<file path="src/rtl/switch_debouncer.sv">
// Debounces raw asynchronous switches: a 2-FF synchroniser, a stability counter and a
// registered level per channel, plus one-cycle rise/fall strobes.

module switch_debouncer_lane #(
    parameter int c_DEBOUNCE_COUNT = 500000,
    parameter int c_CNT_W          = 32
) (
    input  logic i_clk,
    input  logic i_rst,
    input  logic i_switch,
    output logic o_switch,
    output logic o_rise,
    output logic o_fall
);
    localparam logic [c_CNT_W-1:0] c_LAST = c_CNT_W'(c_DEBOUNCE_COUNT - 1);

    logic               sync1;
    logic               sync2;
    logic [c_CNT_W-1:0] cnt;

    always_ff @(posedge i_clk or posedge i_rst) begin
        if (i_rst) begin
            sync1    <= 1'b0;
            sync2    <= 1'b0;
            cnt      <= '0;
            o_switch <= 1'b0;
            o_rise   <= 1'b0;
            o_fall   <= 1'b0;
        end else begin
            sync1  <= i_switch;
            sync2  <= sync1;
            o_rise <= 1'b0;
            o_fall <= 1'b0;
            // Any sample matching the current output wipes the accumulated count.
            if (sync2 == o_switch) begin
                cnt <= '0;
            end else if (cnt == c_LAST) begin
                o_switch <= sync2;
                o_rise   <= sync2;
                o_fall   <= ~sync2;
                cnt      <= '0;
            end else begin
                cnt <= cnt + 1'b1;
            end
        end
    end
endmodule

module switch_debouncer #(
    parameter int c_NUM_SW         = 2,
    parameter int c_DEBOUNCE_COUNT = 500000,
    parameter int c_CNT_W          = 32
) (
    input  logic                i_clk,
    input  logic                i_rst,
    input  logic [c_NUM_SW-1:0] i_switch,
    output logic [c_NUM_SW-1:0] o_switch,
    output logic [c_NUM_SW-1:0] o_rise,
    output logic [c_NUM_SW-1:0] o_fall
);
    for (genvar n = 0; n < c_NUM_SW; n++) begin : g_lane
        switch_debouncer_lane #(
            .c_DEBOUNCE_COUNT(c_DEBOUNCE_COUNT),
            .c_CNT_W         (c_CNT_W)
        ) u_lane (
            .i_clk   (i_clk),
            .i_rst   (i_rst),
            .i_switch(i_switch[n]),
            .o_switch(o_switch[n]),
            .o_rise  (o_rise[n]),
            .o_fall  (o_fall[n])
        );
    end
endmodule
</file>
<file path="config.mk">
export PLATFORM = sky130hd
export DESIGN_NAME = switch_debouncer
export DESIGN_NICKNAME = d
export VERILOG_FILES = /design/src/rtl/switch_debouncer.sv
export SDC_FILE = /design/constraint.sdc
export NUM_CORES = 1
export LEC_CHECK = 0
export CAP_MARGIN = 0
export CORE_ASPECT_RATIO = 1.2
export CORE_MARGIN = 10
export CORE_UTILIZATION = 62
export DETAILED_ROUTE_END_ITERATION = 8
export HOLD_SLACK_MARGIN = 0.03
export PLACE_DENSITY_LB_ADDON = 0.12
export SLEW_MARGIN = 40
export SYNTH_ARGS = -nofsm -noshare
export SYNTH_HDL_FRONTEND = slang
export SYNTH_SLANG_ARGS = --single-unit
export TNS_END_PERCENT = 50
</file>
<file path="constraint.sdc">
create_clock -name i_clk -period 4.15 [get_ports i_clk]
set_input_delay 0.83 -clock i_clk [delete_from_list [all_inputs] [get_ports i_clk]]
set_output_delay 0.83 -clock i_clk [all_outputs]
set_load 0.05 [all_outputs]
</file>
==> load_flow_metrics.sql <==
INSERT INTO impl_metrics (metric_group, metric, value, unit) VALUES
('sta', 'timing.clock.skew', '0.00769', 'ns'),
('worst_setup_path', 'timing.critical_path.buf_inv', '1', ''),
('placement', 'globalplace.congestion', '0.815', ''),
('die', 'die_area', '9340', 'um^2'),
('synth', 'yosys_top_cell_area_share', '50.9', '%'),
('cells_and_area', 'final-seq-area', '1850', 'um^2'),
('placement', 'post-place-ws', '1.90', 'ns'),
('die', 'die_height', '104', 'um'),
('sta', 'max-slew-margin-rel', '59.5', '%'),
('sta', 'postLayoutSetupSlackWorst', '1.72', 'ns'),
('worst_setup_path', 'crit_path_max_incr_delay', '0.83', 'ns'),
('sta', 'worst_pin_slew', '0.602', 'ns'),
('synth', 'post_synth.cell_area_avg', '9.93', 'um^2'),
('global_routing', 'total_global_routing_track_utilization', '15.1', '%'),
('routing', 'first_iter_violations', '74', ''),
('sta', 'rsz0062_at_grt', 'false', ''),
('global_routing', 'number_of_antenna_violations_at_the_first_check_in_global_routing', '0', ''),
('cells_and_area', 'commonest_non_fill_non_tap_cells_in_the_layout', 'sky130_fd_sc_hd__dfrtp_1, sky130_fd_sc_hd__nor2_1, sky130_fd_sc_hd__xor2_1, sky130_fd_sc_hd__nand3_1, sky130_fd_sc_hd__nand4_1', ''),
('synth', 'synth_fp_nets', '372', ''),
('placement', 'portBuffers', '9', ''),
('cells_and_area', 'antennaDiodeCount', '0', ''),
('synth', 'netlist_area', '3640', 'um^2'),
('routing', 'via_count', '2561', ''),
('run_status', 'status', 'completed', ''),
('worst_setup_path', 'worst-setup-path-type', 'flop to primary output', ''),
('synth', 'syn-instance-count', '366', ''),
('clock_tree', 'numCtsBuffers', '9', ''),
('worst_setup_path', 'cp_slowest_cell', 'sky130_fd_sc_hd__clkdlybuf4s50_1', ''),
('die', 'floorplan.die.width', '89.9', 'um'),
('routing', 'drt-pass1-iter-count', '4', ''),
('placement', 'dp.final_hpwl', '4.60', 'mm'),
('sta', 'max_freq', '412', 'MHz'),
('synth', 'post_synth_num_cell_types', '32', ''),
('routing', 'vias_per_cell', '5.62', ''),
('routing', 'detail-route-antenna-nets', '0', ''),
('sta', 'timing_hold_violations_final', '0', ''),
('power_and_ir_drop', 'internal_power_summed_over_all_cells', '0.00113', 'W'),
('power_and_ir_drop', 'power_per_cell_area', '359', 'nW/um^2'),
('power_and_ir_drop', 'vdd_ir_drop_max', '246', 'uV'),
('die', 'num_rows', '30', ''),
('clock_tree', 'sinks_on_clock_net', '74', ''),
('global_routing', 'congestion_overflow_gr', '0', ''),
('power_and_ir_drop', 'share_comb_of_total_power', '2.7', '%'),
('power_and_ir_drop', 'cellLeakagePower', '1.69', 'nW'),
('die', 'boundaryPins', '10', ''),
('global_routing', 'grt_pass1_vias', '2651', ''),
('power_and_ir_drop', 'clockPowerShare', '45.9', '%'),
('power_and_ir_drop', 'p_switching', '0.000292', 'W'),
('synth', 'yosys_warnings', '0', ''),
('power_and_ir_drop', 'power.share.sequential', '51.4', '%'),
('worst_setup_path', 'cp_cell_sequence', 'clkdlybuf4s50_1', ''),
('clock_tree', 'cts.repair_timing.setup_buffer_count', '0', ''),
('worst_setup_path', 'timing.critical_path.depth', '1', ''),
('die', 'initial_utilization', '64.2', '%'),
('cells_and_area', 'multi_input_area', '1630', 'um^2'),
('worst_setup_path', 'critPathMaxFanout', '5', ''),
('worst_setup_path', 'kind_of_end_point_of_the_critical_path', 'primary output', ''),
('sta', 'timing_max_transition_violations_final', '0', ''),
('synth', 'synthDominantAreaCellType', 'sky130_fd_sc_hd__dfrtp_1', ''),
('flow_run', 'maxCapViolations', '0', ''),
('cells_and_area', 'fillCellCount', '441', ''),
('sta', 'finalSetupTns', '0', 'ns'),
('clock_tree', 'cts.reportedPaths.clkPinSlew', '0.08', 'ns'),
('cells_and_area', 'syn2layout_area_growth', '9.12', '%'),
('worst_setup_path', 'worst_ep_arrival_time', '1.60', 'ns'),
('clock_tree', 'cts_repair_resize_count', '0', ''),
('worst_setup_path', 'worst_ep_required_time', '3.32', 'ns'),
('cells_and_area', 'layout.cells.most_common', 'sky130_fd_sc_hd__dfrtp_1', ''),
('clock_tree', 'cts-htree-levels', '3', ''),
('hold_path', 'timing.hold.worst_path_depth', '0', ''),
('routing', 'postRouteWirelength', '6.64', 'mm');
[metal layers]
layer	part of all wire (%)	global-route usage [%]	vias up
met2	53	26.3	28
met4	1.9	8.88	0
met5	0	0	-
li1	-	-	1252
met1	43	16.8	1267
met3	1.9	2.74	14
[worst paths after layout]
kind	slack, ns	startpoint	end
worst max-delay path	1.72	g_lane[1].u_lane.o_switch	o_switch[1]
worst min-delay path	0.35	g_lane[0].u_lane.sync1	g_lane[0].u_lane.sync2
worst max register to register	1.90	g_lane[0].u_lane.cnt[26]	g_lane[0].u_lane.cnt[2]
worst min register to register	0.35	g_lane[0].u_lane.sync1	g_lane[0].u_lane.sync2
max in group asynchronous	2.56	i_rst	g_lane[0].u_lane.o_switch
min in group asynchronous	0.76	i_rst	g_lane[1].u_lane.o_fall
[state kept, by name, summed over array words and instances (netlist names)]
signal and count:
g_lane.u_lane.cnt 64, g_lane.u_lane.o_fall 2, g_lane.u_lane.o_rise 2, g_lane.u_lane.o_switch 2
g_lane.u_lane.sync1 2, g_lane.u_lane.sync2 2
[power groups by stage]
stage / clock (W) / combinational [W] / sequential, W
2_1_floorplan: 0 / 0.0000314 / 0.000746
3_5_place_dp: 0 / 0.0000398 / 0.000748
6_report: 0.000654 / 0.0000382 / 0.000733
5_1_grt: 0.000695 / 0.0000448 / 0.000734
3_3_place_gp: 0 / 0.0000383 / 0.000747
4_1_cts: 0.000670 / 0.0000399 / 0.000733
[area by class of cell]
cell class / count / share of cell area [%]
clock buffer: 10 / 3.22
multi-input combinational: 265 / 41.2
timing repair buffer: 12 / 2.84
tap: 80 / 2.52
sequential: 74 / 46.7
clock inverter: 5 / 2.62
inverter: 10 / 0.946
[Yosys cell counts, drive strengths merged]
cell / number
and3: 4
o21ai: 3
nand3: 31
nor3b: 5
dfrtp: 74
nand2: 22
and2: 2
ha: 2
inv: 10
mux2: 2
nor2: 73
xnor2: 16
or3: 5
a21oi: 3
nor4b: 3
or2: 2
nor4: 15
buf: 17
nand4bb: 1
nor3: 6
nand4: 27
xor2: 43
[kinds of logic (layout without fill, tap and decap cells)]
| kind of cell | after synthesis | count (layout) | share of synthesized area (%) |
|---|---|---|---|
| AO/OA/AOI/OAI | 6 | 6 | 1.03 |
| XOR/XNOR | 59 | 59 | 14.2 |
| adder cells (fa/ha/maj) | 2 | 2 | 0.688 |
| buffers and inverters | 27 | 37 | 4.37 |
| flip-flops | 74 | 74 | 50.9 |
| multiplexers | 2 | 2 | 0.619 |
| AND/OR/NAND/NOR | 196 | 196 | 28.1 |
[per-stage QoR]
step | util (%) | area (um^2) | hold slack, ns | total power, W | cells
finish | 70.0 | 3970 | 0.352 | 0.00143 | 456
global placement | 65.8 | 3730 | 0.333 | 0.000785 | 441
global route | 70.0 | 3970 | 0.370 | 0.00147 | 456
detailed placement | 65.8 | 3730 | 0.341 | 0.000787 | 441
CTS | 69.8 | 3960 | 0.358 | 0.00144 | 456
floorplan | - | 3640 | 0.331 | 0.000778 | 366
Power figures use the tool's default switching activity.
